===== src/rtl/mips_bus_pkg.sv =====
// ============================================================================
// Module  : mips_bus_pkg
// Brief   : Shared encodings for the data-memory SRAM-like bus bridge.
// Revision: 1.0
// ============================================================================
`default_nettype none

package mips_bus_pkg;

    typedef enum logic [1:0] {
        IDLE = 2'd0,
        ADDR = 2'd1,
        DATA = 2'd2,
        HOLD = 2'd3
    } busState_t;

    localparam logic [1:0] SIZE_BYTE = 2'd0;
    localparam logic [1:0] SIZE_HALF = 2'd1;
    localparam logic [1:0] SIZE_WORD = 2'd2;

endpackage

`default_nettype wire


===== src/rtl/bus_req_reg.sv =====
// ============================================================================
// Module  : bus_req_reg
// Brief   : Holds the request fields of the in-flight bus access.
// Revision: 1.0
// ============================================================================
`default_nettype none

module bus_req_reg #(
    parameter int ADDR_W = 32,
    parameter int DATA_W = 32,
    parameter int STRB_W = 4
) (
    input  logic              clk,
    input  logic              reset,
    input  logic              i_load,
    input  logic              i_wr,
    input  logic [1:0]        i_size,
    input  logic [STRB_W-1:0] i_wstrb,
    input  logic [ADDR_W-1:0] i_addr,
    input  logic [DATA_W-1:0] i_wdata,
    output logic              o_wr,
    output logic [1:0]        o_size,
    output logic [STRB_W-1:0] o_wstrb,
    output logic [ADDR_W-1:0] o_addr,
    output logic [DATA_W-1:0] o_wdata
);

    logic              r_wr;
    logic [1:0]        r_size;
    logic [STRB_W-1:0] r_wstrb;
    logic [ADDR_W-1:0] r_addr;
    logic [DATA_W-1:0] r_wdata;

    // Fields only change on IDLE->ADDR, so they stay put until addr_ok.
    always_ff @(posedge clk or posedge reset) begin
        if (reset) begin
            r_wr    <= 1'b0;
            r_size  <= 2'd0;
            r_wstrb <= '0;
            r_addr  <= '0;
            r_wdata <= '0;
        end else if (i_load) begin
            r_wr    <= i_wr;
            r_size  <= i_size;
            r_wstrb <= i_wstrb;
            r_addr  <= i_addr;
            r_wdata <= i_wdata;
        end
    end

    assign o_wr    = r_wr;
    assign o_size  = r_size;
    assign o_wstrb = r_wstrb;
    assign o_addr  = r_addr;
    assign o_wdata = r_wdata;

endmodule

`default_nettype wire


===== src/rtl/dmem_sram_bridge.sv =====
// ============================================================================
// Module  : dmem_sram_bridge
// Brief   : M-stage data access to SRAM-like req/addr_ok/data_ok bus bridge.
// Revision: 1.0
// ============================================================================
`default_nettype none

module dmem_sram_bridge
    import mips_bus_pkg::*;
#(
    parameter int ADDR_W = 32,
    parameter int DATA_W = 32,
    parameter int STRB_W = 4
) (
    input  logic              clk,
    input  logic              reset,
    input  logic              mem_en,
    input  logic              mem_wr,
    input  logic [1:0]        mem_size,
    input  logic [STRB_W-1:0] mem_wstrb,
    input  logic [ADDR_W-1:0] mem_addr,
    input  logic [DATA_W-1:0] mem_wdata,
    input  logic              advance,
    input  logic              flush,
    output logic [DATA_W-1:0] readdata,
    output logic              stall_mem,
    output logic              data_req,
    output logic              data_wr,
    output logic [1:0]        data_size,
    output logic [STRB_W-1:0] data_wstrb,
    output logic [ADDR_W-1:0] data_addr,
    output logic [DATA_W-1:0] data_wdata,
    input  logic              data_addr_ok,
    input  logic              data_data_ok,
    input  logic [DATA_W-1:0] data_rdata
);

    busState_t         r_state;
    busState_t         w_nextState;
    logic              r_discard;
    logic              w_nextDiscard;
    logic [DATA_W-1:0] r_readdata;
    logic              w_load;
    logic              w_capture;
    logic              w_kill;

    bus_req_reg #(
        .ADDR_W (ADDR_W),
        .DATA_W (DATA_W),
        .STRB_W (STRB_W)
    ) u_bus_req_reg (
        .clk     (clk),
        .reset   (reset),
        .i_load  (w_load),
        .i_wr    (mem_wr),
        .i_size  (mem_size),
        .i_wstrb (mem_wstrb),
        .i_addr  (mem_addr),
        .i_wdata (mem_wdata),
        .o_wr    (data_wr),
        .o_size  (data_size),
        .o_wstrb (data_wstrb),
        .o_addr  (data_addr),
        .o_wdata (data_wdata)
    );

    always_ff @(posedge clk or posedge reset) begin
        if (reset) begin
            r_state    <= IDLE;
            r_discard  <= 1'b0;
            r_readdata <= '0;
        end else begin
            r_state   <= w_nextState;
            r_discard <= w_nextDiscard;
            if (w_capture) begin
                r_readdata <= data_rdata;
            end
        end
    end

    // A flush in the same cycle as data_ok kills the response just like a
    // flush seen earlier in the transaction.
    assign w_kill = r_discard | flush;

    always_comb begin
        w_nextState   = r_state;
        w_nextDiscard = r_discard;
        w_load        = 1'b0;
        w_capture     = 1'b0;
        case (r_state)
            IDLE: begin
                if (mem_en && !flush) begin
                    w_nextState = ADDR;
                    w_load      = 1'b1;
                end
            end
            ADDR: begin
                if (flush) begin
                    w_nextDiscard = 1'b1;
                end
                if (data_addr_ok) begin
                    if (data_data_ok) begin
                        w_nextState = w_kill ? IDLE : HOLD;
                        w_capture   = !w_kill && !data_wr;
                    end else begin
                        w_nextState = DATA;
                    end
                end
            end
            DATA: begin
                if (flush) begin
                    w_nextDiscard = 1'b1;
                end
                if (data_data_ok) begin
                    w_nextState = w_kill ? IDLE : HOLD;
                    w_capture   = !w_kill && !data_wr;
                end
            end
            HOLD: begin
                if (advance || flush) begin
                    w_nextState = IDLE;
                end
            end
            default: begin
                w_nextState = IDLE;
            end
        endcase
        if (w_nextState == IDLE) begin
            w_nextDiscard = 1'b0;
        end
    end

    assign stall_mem = (mem_en && !flush && (r_state != HOLD))
                     || (((r_state == ADDR) || (r_state == DATA)) && !r_discard);
    assign data_req  = (r_state == ADDR);
    assign readdata  = r_readdata;

endmodule

`default_nettype wire


===== config.mk =====
export PLATFORM = sky130hd
export DESIGN_NAME = dmem_sram_bridge
export DESIGN_NICKNAME = d
export VERILOG_FILES = /design/src/rtl/mips_bus_pkg.sv /design/src/rtl/bus_req_reg.sv /design/src/rtl/dmem_sram_bridge.sv
export SDC_FILE = /design/constraint.sdc
export NUM_CORES = 1
export LEC_CHECK = 0
export BUFFER_PORTS_ARGS = -buffer_cell sky130_fd_sc_hd__buf_2
export CAP_MARGIN = 15
export CORE_UTILIZATION = 41
export DETAILED_ROUTE_END_ITERATION = 8
export HOLD_SLACK_MARGIN = 0.06
export PLACE_DENSITY = 0.74
export SLEW_MARGIN = 20
export SYNTH_ARGS = -nofsm -noshare
export SYNTH_HDL_FRONTEND = slang
export SYNTH_SLANG_ARGS = --single-unit

===== constraint.sdc =====
create_clock -name clk -period 4.01 [get_ports clk]
set_input_delay 0.802 -clock clk [delete_from_list [all_inputs] [get_ports clk]]
set_output_delay 0.802 -clock clk [all_outputs]
set_load 0.05 [all_outputs]

==> run metrics, run 1 <==
outcome=complete, no violations; crit-path cells=inv_1 -> ha_1 -> inv_1 -> o22ai_1 -> buf_2; Worst-Skew Late Latency=between 300 and 400 ps; vias post-DR=between 2,000 and 3,000; worst-path cell with the longest stage delay=dfrtp_1; I/O Buffers=~210; first-pass GRT wire length=approximately 13,000 um; sequential fraction of the synthesis area=approximately 64%; RSZ-0062 raised after global routing=no; clk_skew=between 15 and 20 ps; startpoint types=flop; most frequent CP cell=inv_1; Fin. Hold Viols=0; Seq cells post-synth=between 100 and 150; Critical Path Max Stage Delay=~470 ps; CP Capture Type=primary output; Worst EP arrival=between 1500 and 2000 ps; Rows=36; crit path launch=r_state[1]; drt initial violations=23; Final HPWL DP=approximately 6600 um; area grow syn2layout=34.0%; Max clock buf depth=2; Buffers & Inverters on Critical Path=3; initial antenna violation count=0; CTS root buf=clkbuf_8; vias in the first global route=2,803; Nets=587; Mapped Cells=about 250; H-tree levels=3; register area=~2700 sq um; Hold Crit Class=flop to flop; Sink Count=~110; # setup viols final=0; Max Slew Vio Count=0; WL final=around 9000 um; Die Span X=just over 100 um; number of CTS-inserted buffers=9; MaxCap Viol Count=0; worst min-delay path startpoint=readdata[24]; multi-input logic area=roughly 1400 sq um; fin crit share=roughly two thirds; mapped cell area=slightly above 4000 sq um; Synth Net Count=approximately 370; CTS resizes=0; Fmax=386 MHz; syn avg cell area=about 16 sq um; CTS tree=built; non-filler cells, final=610; Total GRT Usage=between 15 and 20%; largest net degree at the start of global routing=between 80 and 90; post-route minimum period=between 2000 and 3000 ps; # placed instances=594; Slew Limit Headroom=between 50% and 60%; Core Region=a little under 10,000 sq um; DIE HEIGHT=between 100 and 150 um; Initial Util=a little over two fifths; # diodes=0; setup TNS=0 ps; CP top delay family=buffers and inverters; worst reg2reg path startpoint=r_state[1]; DR WL/cell=14.3 um; CP max FO=7; most common cell after layout, fill and taps aside=buf_2; RePlAce Congestion=0.876; CP required=approximately 3200 ps; DRT Pass-1 Iters=4; Cell variety after synth=26; Vias/cell=approximately 4.7; layout cells sized above 1=between 70% and 80%; most frequent cells in the layout=buf_2, dfrtp_1, mux2_2; number of hold buffers added after CTS=0; Crit Path Category=flop to primary output; worst-margin pin slew=736 ps; clk slew on worst S/H paths=~90 ps; Top-Level Pins=between 200 and 250; Fill cells=~840; total gr overflow=0; DRC violations left=0; Antenna Violating Nets Remaining=0; Ys Warns=0; area of the die=roughly 10,000 sq um; Setup Fix Bufs, Post-CTS=0
## area by class of cell
cell class / instances / share of cell area, %
timing repair buffer: 218 / 19.9
inverter: 5 / 0.429
multi-input combinational: 132 / 25.2
clock buffer: 9 / 2.24
clock inverter: 7 / 1.36
sequential: 106 / 47.9
tap: 133 / 3.01
## kinds of logic (layout without fill, tap and decap cells)
| logic type | Yosys count | count (layout) | share of synthesized area (%) |
|---|---|---|---|
| flops | 106 | 106 | 64.2 |
| mux | 103 | 103 | 28.1 |
| buf+inv | 16 | 239 | 2.06 |
| simple gates | 15 | 15 | 2.51 |
| compound gates | 9 | 9 | 1.61 |
| fa+ha+maj | 5 | 5 | 1.51 |
## sequential cells by signal, indices dropped and copies added (netlist names)
name                   count
u_bus_req_reg.o_wr         1
readdata                  32
r_state                    2
u_bus_req_reg.o_wstrb      4
u_bus_req_reg.o_size       2
r_discard                  1
u_bus_req_reg.o_addr      32
u_bus_req_reg.o_wdata     32
## worst reg2reg max path, delay by kind of cell, from the launching register on
family / cells / cell delay, ps
and+or+nand+nor: 1 / 650
buffers and inverters: 3 / 630
DFF: 1 / 470
muxes: 1 / 390
adders and majority gates: 1 / 320
## final timing paths
| check | slack (ps) | cells past startpoint | end |
|---|---|---|---|
| setup / recovery | 1420 | 5 | stall_mem |
| hold / removal | 490 | 1 | readdata[24] |
| setup reg to reg | 1450 | 6 | readdata[4] |
| hold reg to reg | 490 | 1 | readdata[24] |
| max in group asynchronous | 2650 | 3 | readdata[25] |
| min in group asynchronous | 580 | 2 | u_bus_req_reg.o_wdata[20] |
## metal layers
metal | track usage [%] | vias up | share of wire [%]
met5 | 0 | - | 0
met4 | 6.81 | 0 | 1.7
met3 | 4.65 | 15 | 6.2
met2 | 29.1 | 112 | 53
met1 | 18.3 | 1394 | 39
li1 | - | 1326 | -
## cells in the mapped netlist
| cell | number | area share, % |
|---|---|---|
| dfrtp_1 | 106 | 64 |
| mux2_2 | 99 | 27 |
| clkbuf_1 | 6 | 0.55 |
| ha_1 | 5 | 1.5 |
| inv_1 | 5 | 0.45 |
| mux2_1 | 4 | 1.1 |
| a21oi_1 | 3 | 0.36 |
| buf_6 | 3 | 0.82 |
| nor2_1 | 3 | 0.27 |
| buf_2 | 2 | 0.24 |
| nand2_1 | 2 | 0.18 |
| nor2b_1 | 2 | 0.30 |
| a22oi_1 | 1 | 0.18 |
| a32oi_1 | 1 | 0.21 |
| and2_1 | 1 | 0.15 |
| nand2b_1 | 1 | 0.15 |
| nand3b_1 | 1 | 0.18 |
| nor3_1 | 1 | 0.12 |
| nor3b_1 | 1 | 0.18 |
| nor4_4 | 1 | 0.51 |
| o21ba_2 | 1 | 0.24 |
| o221ai_1 | 1 | 0.21 |
| o22ai_1 | 1 | 0.15 |
| o32a_1 | 1 | 0.24 |
| or3b_4 | 1 | 0.27 |
| or4_1 | 1 | 0.18 |
## through the flow
stage / hold slack [ps] / cell area, sq um / util, % / setup WS (ps)
after floorplan: 574 / 4130 / - / 419
after global placement: 463 / 5330 / 54.6 / 1120
after detailed placement: 478 / 5330 / 54.6 / 1070
after CTS: 500 / 5530 / 56.6 / 1410
after global routing: 518 / 5540 / 56.6 / 1280
final: 493 / 5540 / 56.6 / 1420
Power of run 1 is left out: the tool's default activity adds up to more than one toggle a clock period on the data nets, which glitch-free logic cannot reach.
==> inputs of run 2 (changes only) <==
==> constraint.sdc (replaced) <==
create_clock -name clk -period 2.5 [get_ports clk]
set_input_delay 0.5 -clock clk [delete_from_list [all_inputs] [get_ports clk]]
set_output_delay 0.5 -clock clk [all_outputs]
set_load 0.05 [all_outputs]
==> run 2 against run 1 <==
Clock skew shrank 5.6 ps. Largest cell class unchanged. Register-to-register slack got worse by 990 ps. Worst setup slack lost 1200 ps. First-iteration DRC count is 91% higher.
==> run metrics, run 2 (synthesized netlist as in run 1, its figures left out) <==
Vias/cell=4.68 (+0.36%); Worst-Skew Late Latency=360 ps (about the same); Top-Level Pins=215 (unchanged); outcome=complete, no violations; # diodes=0 (unchanged); most frequent cells in the layout=buf_2, dfrtp_1, mux2_2; Buffers & Inverters on Critical Path=3 (unchanged); area of the die=10,500 sq um (unchanged); Core Region=9770 sq um (unchanged); Max clock buf depth=2 (unchanged); # placed instances=595 (+0.17%); Worst EP arrival=1760 ps (-30 ps); CTS tree=built; CP top delay family=buffers and inverters; DR WL/cell=14.6 um (+1.8%); area grow syn2layout=35.1%; Nets=588 (+0.17%); startpoint types=flop; non-filler cells, final=611 (+0.16%); Crit Path Category=flop to primary output; I/O Buffers=214 (unchanged); RePlAce Congestion=0.846 (-3.5%); # setup viols final=0 (unchanged); fin crit share=90.3%; H-tree levels=3 (unchanged); layout cells sized above 1=70.7% (about the same); Critical Path Stages=5 (unchanged); post-route minimum period=2260 ps; Slew Limit Headroom=63.4% (+12 points); Placed Area=5360 sq um (+0.40%); RSZ-0062 raised after global routing=no; CTS root buf=clkbuf_8; number of hold buffers added after CTS=0 (unchanged); clk_skew=9.59 ps (-5.65 ps); CP required=2000 ps (-1210 ps); most common cell after layout, fill and taps aside=buf_2; DRT Pass-1 Iters=4 (unchanged); DIE HEIGHT=102 um (unchanged); Critical Path Max Stage Delay=450 ps (-20 ps); Die Span X=102 um (unchanged); worst-margin pin slew=549 ps (-187 ps); initial antenna violation count=0 (unchanged); largest net degree at the start of global routing=107 (+23%); Rows=36 (unchanged); drt initial violations=44 (+91%); CP Capture Type=primary output; Fin. Hold Viols=0 (unchanged); Final HPWL DP=6650 um (+0.39%); Sink Count=106 (unchanged); worst-path cell with the longest stage delay=dfrtp_1; Antenna Violating Nets Remaining=0 (unchanged); Fmax=between 400 and 500 MHz; clk slew on worst S/H paths=110 ps (+20 ps); Initial Util=42.3% (unchanged); most frequent CP cell=inv_1; hold_ws=279 ps (-214 ps); post-route cell area=5580 sq um (+0.84%); crit-path cells=inv_1 -> ha_1 -> inv_1 -> o22ai_1 -> buf_2; worst reg-to-reg path cell count=6 (unchanged); vias in the first global route=3,018 (+7.7%); DRC violations left=0 (unchanged); vias post-DR=2,862 (+0.53%); setup TNS=0 ps (unchanged); CTS resizes=0 (unchanged); total gr overflow=0 (unchanged); MaxCap Viol Count=0 (unchanged); WL final=8910 um (+1.9%); CP max FO=7 (unchanged); Setup Fix Bufs, Post-CTS=0 (unchanged); Hold Crit Class=primary input to asynchronous set/reset pin; Total GRT Usage=17.6% (+1.3 points); first-pass GRT wire length=14,000 um (+8.0%); number of CTS-inserted buffers=9 (unchanged); Max Slew Vio Count=0 (unchanged)
==> run 2: final cells by class <==
type,instances,area [sq um]
sequential,106,2650
inverter,5,22.5
tap,133,166
fill,839,4190
clock inverter,6,88.8
clock buffer,10,138
timing repair buffer,219,1120
multi-input combinational,132,1390
==> run 2: path summary, 6_finish.rpt <==
check | startpoint | endpoint | slack (ps)
setup / recovery | r_state[1] | stall_mem | 240
hold / removal | reset | u_bus_req_reg.o_addr[18] | 280
setup reg to reg | r_state[1] | readdata[0] | 460
hold reg to reg | readdata[3] | readdata[3] | 490
max in group asynchronous | reset | readdata[28] | 1780
min in group clk | mem_wdata[6] | u_bus_req_reg.o_wdata[6] | 360
==> run 2: worst min-delay path: cells and delay by family <==
| family | cells | cell delay, ps |
|---|---|---|
| buf+inv | 3 | 600 |
==> run 2: metal layers <==
metal	wire (um)	vias up	GRT usage, %
met5	0	-	0
met4	212	0	8.24
met3	626	19	4.92
met2	4450	119	29.9
met1	3620	1394	20.6
li1	-	1330	-
==> run 2: stage by stage <==
stage	utilization, %	worst slack (ps)
after floorplan	-	294
after global placement	54.8	401
after detailed placement	54.8	368
after CTS	57.1	219
after global routing	57.1	120
final	57.1	244
Power of run 2 is left out for the same reason.
